File: src/rtl/lfsr_engine.sv
// Parametrised LFSR with runtime Fibonacci/Galois selection, latched seed,
// registered wrap detection, seed-to-seed period measurement and lock-up flag.
module lfsr_engine #(
  parameter int unsigned     N    = 8,
  parameter logic [N-1:0]    POLY = 8'h71
) (
  input  logic         clk,
  input  logic         reset,
  input  logic         load_seed,
  input  logic [N-1:0] seed_data,
  input  logic         enable,
  input  logic         mode,
  output logic [N-1:0] lfsr_data,
  output logic         lfsr_done,
  output logic [N-1:0] period,
  output logic         period_valid,
  output logic         lfsr_lockup
);

  logic [N-1:0] seed_q;
  logic [N-1:0] count;
  logic         mode_q;
  logic         fib_fb;
  logic [N-1:0] fib_next;
  logic [N-1:0] gal_next;
  logic [N-1:0] next;
  logic         mode_chg;
  logic         wrap;

  always_comb begin
    fib_fb   = lfsr_data[N-1] ^ (^(lfsr_data[N-2:0] & POLY[N-1:1]));
    fib_next = {lfsr_data[N-2:0], fib_fb};
    gal_next = {lfsr_data[N-2:0], 1'b0} ^ (lfsr_data[N-1] ? POLY : '0);
    next     = mode ? gal_next : fib_next;
    mode_chg = (mode != mode_q);
    wrap     = (next == seed_q);
  end

  assign lfsr_lockup = (lfsr_data == '0);

  always_ff @(posedge clk) begin
    if (reset) begin
      lfsr_data    <= '0;
      seed_q       <= '0;
      count        <= '0;
      lfsr_done    <= 1'b0;
      period       <= '0;
      period_valid <= 1'b0;
      mode_q       <= 1'b0;
    end else begin
      mode_q    <= mode;
      lfsr_done <= 1'b0;
      if (load_seed) begin
        lfsr_data    <= seed_data;
        seed_q       <= seed_data;
        count        <= '0;
        period_valid <= 1'b0;
      end else if (enable && !lfsr_lockup) begin
        lfsr_data <= next;
        // A mode switch restarts the measurement; the switching step counts as one.
        if (mode_chg) begin
          count        <= N'(1);
          period_valid <= 1'b0;
        end else if (wrap) begin
          lfsr_done    <= 1'b1;
          period       <= count + 1'b1;
          period_valid <= 1'b1;
          count        <= '0;
        end else if (count != '1) begin
          count <= count + 1'b1;
        end
      end
    end
  end

endmodule
File: config.mk
export PLATFORM = sky130hd
export DESIGN_NAME = lfsr_engine
export DESIGN_NICKNAME = d
export VERILOG_FILES = /design/src/rtl/lfsr_engine.sv
export SDC_FILE = /design/constraint.sdc
export NUM_CORES = 1
export LEC_CHECK = 0
export BUFFER_PORTS_ARGS = -buffer_cell sky130_fd_sc_hd__buf_2
export CAP_MARGIN = 20
export CORE_UTILIZATION = 45
export CTS_CLUSTER_DIAMETER = 50
export CTS_CLUSTER_SIZE = 10
export DETAILED_ROUTE_END_ITERATION = 10
export GPL_ROUTABILITY_DRIVEN = 0
export PLACE_DENSITY = 0.66
export SLEW_MARGIN = 20
export SYNTH_ARGS = -nofsm -noshare
export SYNTH_HDL_FRONTEND = slang
export SYNTH_SLANG_ARGS = --single-unit
File: constraint.sdc
create_clock -name clk -period 3.2 [get_ports clk]
set_clock_uncertainty 0.15 [all_clocks]
set_input_delay 0.64 -clock clk [delete_from_list [all_inputs] [get_ports clk]]
set_output_delay 0.64 -clock clk [all_outputs]
set_load 0.01 [all_outputs]
# After elaboration in Yosys (flattened, before gate mapping)
# Index checks and enable logic that the tools add are counted.
[word_totals] reg_bits=35 latch_bits=0 ram_bits=0 romBits=0 in_bits=13 output_inout_bits=19 wordCells=38 mem_count=0
[op_classes] add_sub_neg=1 mul=0 n_div=0 magnitude_cmp=0 n_eq_ne=3 n_shift=0 mux=10 n_bitwise=5 n_reduce_logical=12
[ops] operator="two-way mux 8 bit" n=6
[ops] operator="adder 8 x 1 -> 8 bit, second input constant" n=1
[ops] operator="equality test 8 bit" n=1
[ops] operator="zero test 8 bit" n=1
[ops] operator="!= test 8 bit, second input constant" n=1
[ops] operator="bitwise XOR 8 x 7 -> 8 bit" n=1
[ops] operator="two-way mux 7 bit" n=1
[ops] operator="parity 7 bit" n=1
[ops] operator="AND reduction 2 bit" n=2
[ops] operator="AND reduction 4 bit" n=1
[ops] operator="nonzero test 2 bit" n=2
[ops] operator="OR reduction 4 bit" n=1
[ops] operator="two-way mux 1 bit" n=3
[ops] operator="NOT 1 bit" n=3
[ops] operator="nonzero test 3 bit" n=1
[ops] operator="OR reduction 2 bit" n=1
[ops] operator="logical AND 1 bit" n=1
[ops] operator="zero test 1 bit" n=1
[ops] operator="!= test 1 bit" n=1
[ops] operator="bitwise XOR 1 bit" n=1

# Longest topological paths before layout
[logic_depth] ltp_word=6 ltp_mapped=9 mapped_depth_nobuf=8

# Worst setup path after synthesis
# OpenSTA, ideal clock, no wires.
[synth_path] path_kind="reg2reg" startpoint="register lfsr_data[4]" endpoint="register count[5]" arrival_ns=2.056 required_ns=2.976 path_slack_ns=0.920 stages_incl_launch_ff=10 n_path_buf=1 period_less_slack_ns=2.280 cell_sequence="dfxtp_1 inv_1 ha_1 xnor2_1 nor2_1 xnor3_1 nand2_1 clkbuf_1 nand4b_1 a31oi_1"
[synth_via] elab_chain_len=6 word_cells_on_any_way=12 classes_between="eq/ne (1); mux (3); bitwise (2); reduce/logical (6)"
[synth_lines] element="from (decl)" line_no="13" rtl="output logic [N-1:0] lfsr_data,"
[synth_lines] element="from (signal assigned)" line_no="54" rtl="lfsr_data <= seed_data;"
[synth_lines] element="from (signal assigned)" line_no="59" rtl="lfsr_data <= next;"
[synth_lines] element="parity 7 bit" line_no="31" rtl="fib_fb = lfsr_data[N-1] ^ (^(lfsr_data[N-2:0] & POLY[N-1:1]));"
[synth_lines] element="bitwise XOR 1 bit" line_no="31"
[synth_lines] element="two-way mux 8 bit" line_no="34" rtl="next = mode ? gal_next : fib_next;"
[synth_lines] element="equality test 8 bit" line_no="36" rtl="wrap = (next == seed_q);"
[synth_lines] element="nonzero test 3 bit (no line) / two-way mux 8 bit (equally long branches)"
[synth_lines] element="AND reduction 2 bit (no line) / two-way mux 8 bit (equally long branches)"
[synth_lines] element="to (signal assigned)" line_no="70" rtl="count <= count + 1'b1;"
[synth_lines] element="to (decl)" line_no="21" rtl="logic [N-1:0] count;"
# Parallel ways exist; a longest one is shown, timed or not.
# A chain may end at the register's enable or synchronous reset.

# Worst setup path in the final report
[layout_path] startpoint="register lfsr_data[5]" endpoint="output port lfsr_lockup"
[layout_via] elab_chain_len=1
[layout_lines] element="zero test 8 bit" line_no="39" rtl="assign lfsr_lockup = (lfsr_data == '0);"
[layout_lines] element="to (decl)" line_no="17" rtl="output logic lfsr_lockup"
# No other way between the ends.

==> results.yml <==
status:
  status: "finished clean"
die:
  dieArea_sq_um: 4300
  io_pins: 32
  start_util_pct: 48.2
  coreArea_sq_um: 3770
  die_y_um: 65.6
  fp.dieW_um: 65.6
  num_rows: 22
setup_path:
  critical_path_class: "reg2out"
  end_kind: "output port"
  start_kind: "register"
  ff2ff_path_depth: 8
  required_ps: 2410
  crit_arrival_ps: 1740
  path_max_fanout: 3
clock_network:
  cts_buffers: 5
  cts-resized-gates: 0
  cts_sinks: 35
  root_buffer: "clkbuf_8"
  cts-htree-levels: 2
  cts_tree: "done"
  clk_latency_ps: 280
  cts_setup_buffers: 0
  clk_pin_slew_worst_paths_ps: 70
  cts_buffer_depth: 2
  hold_buffers: 0
yosys:
  synth_area_leaders: "dfxtp_1, mux2i_1, nor2_1"
  synth-edff-count: 0
  synth_top_cell_by_area: "dfxtp_1"
  synth_top_cell_area_share_pct: 38.5
  syn-mean-instance-area_sq_um: 8.79
  async_flop_share_pct: 0
  syn_area_sq_um: 1820
  synth_warnings: 0
  ys.flop_type: "dfxtp_1"
  synth.most_common_cell: "dfxtp_1"
  synth.top_cells.by_count: "dfxtp_1, nor2_1, a21oi_1"
  ys_ff_latch: 35
  ys_seq_area_share_pct: 38.5
  synth_cell_types: 39
  syn-num-nets: 222
  syn_inst: 207
hold_path:
  min_path_type: "reg2reg"
  holdPathStages: 2
grt:
  grt-ovfl-total: 0
  grt_start_max_net_pins: 28
  grt_pass1_vias: 1358
  antenna_found_initial: 0
  grt_pass1_wl_um: 6220
  grt_use_total_pct: 18.7
power_and_ir_drop:
  power.total_uw: 913
  p_per_area_nw_per_um2: 442
  peakVddDrop_mv: 0.203
  p_leak_nw: 0.939
finish:
  final_cells: 281
  area_delta_synth_final_pct: 13.6
  antenna_cells: 0
  nFillCells: 344
  drive_gt1_share_pct: 19.3
  final_core_util_pct: 54.8
  stdcell_area_sq_um: 2070
  layout.nets: 249
sta:
  min_period_over_period_pct: 79.0
  tightest_slew_ps: 729
  fin_crit_ps: 2530
  hold_viol_final: 0
  slew_headroom_pct: 51.1
  setup-tns-final_ps: 0
  max_freq_mhz: 395
  final-setup-viol-count: 0
  rsz0062_at_grt: "no"
  drv_slew: 0
placed_design:
  dpl.cell_count: 275
  place_area_sq_um: 1990
  portBuffers: 31
  hpwl_um: 2510
route:
  routed_wl_um: 3650
  via_per_inst: 5.45
  dr.pass1.iters: 4
  routedWlPerCell_um: 13.0
  drtIter0Drc: 51
  drc: 0
  via_count: 1532
  drt.antenna.violating_nets: 0
job:
  drv_cap: 0
power breakdown:
group / leakage [nW] / internal (mW) / switching (mW) / total, mW
registers: 0.286 / 0.451 / 0.0190 / 0.470
logic: 0.617 / 0.0698 / 0.0867 / 0.157
clock network: 0.0371 / 0.145 / 0.142 / 0.287
placed cells by master (no fill, tap or decap), types with 2 or more instances in the layout:
cell and n:
a211o_1 4, a21oi_1 19, a31oi_1 4, and2_1 2, and3_1 3, buf_2 31, buf_4 2, clkbuf_8 5
dfxtp_1 35, ha_1 2, inv_1 3, mux2i_1 16, nand2_1 17, nand2b_1 4, nand3_1 5, nand4_1 3
nand4b_1 2, nor2_1 31, nor2b_1 2, nor3_1 4, nor4_1 2, o22ai_1 2, xnor2_1 10, xor2_1 9
logic make-up (layout without fill, tap and decap cells):
logic type      after synthesis  count (layout)  synth area share, %
compound gates               35              35                 13.1
xor+xnor                     21              21                 11.7
fa+ha+maj                     2               2                 1.38
buf+inv                      16              42                 3.65
flops                        35              35                 38.5
mux                          16              16                 8.80
simple gates                 82              82                 22.9
worst max-delay path, stage by stage (launching register included):
cell and delay, ps:
dfxtp_1 330, inv_1 110, ha_1 150, or4b_4 480, nor4_2 210, buf_2 190
per-stage QoR:
step / hold WS (ps) / worst slack (ps)
after detailed placement: 316 / 787
after CTS: 329 / 650
after floorplan: 301 / 920
after global placement: 312 / 782
final: 325 / 670
after global routing: 356 / 574
sequential cells by signal (all words and copies together), names as in the netlist:
signal	count
mode_q	1
count	8
period	8
lfsr_done	1
lfsr_data	8
period_valid	1
seed_q	8
layer usage:
metal | global-route usage (%) | vias up | wire (um)
met1 | 25.9 | 721 | 1830
met3 | 4.17 | 5 | 167
met4 | 5.71 | 0 | 42
met5 | 0 | - | 0
li1 | - | 771 | -
met2 | 28.7 | 35 | 1610
path summary, 6_finish.rpt:
kind                             startpoint                        end  slack, ps
setup / recovery  lfsr_data[5]$_SDFFE_PP0P_                lfsr_lockup        670
hold / removal       seed_q[4]$_SDFFE_PP0P_     seed_q[4]$_SDFFE_PP0P_        320
setup reg to reg  lfsr_data[4]$_SDFFE_PP0P_  period_valid$_SDFFE_PP0P_        790
hold reg to reg      seed_q[4]$_SDFFE_PP0P_     seed_q[4]$_SDFFE_PP0P_        320
area by class of cell:
class,count,area (sq um),area share (%)
well taps,48,60.1,2.91
multi-input cells,156,1050,50.9
repair buffers,33,170,8.23
clock buffers,6,72.6,3.51
flip-flops and latches,35,701,33.9
inverters,3,11.3,0.545
No activity file was read; power rests on OpenSTA's default activity.
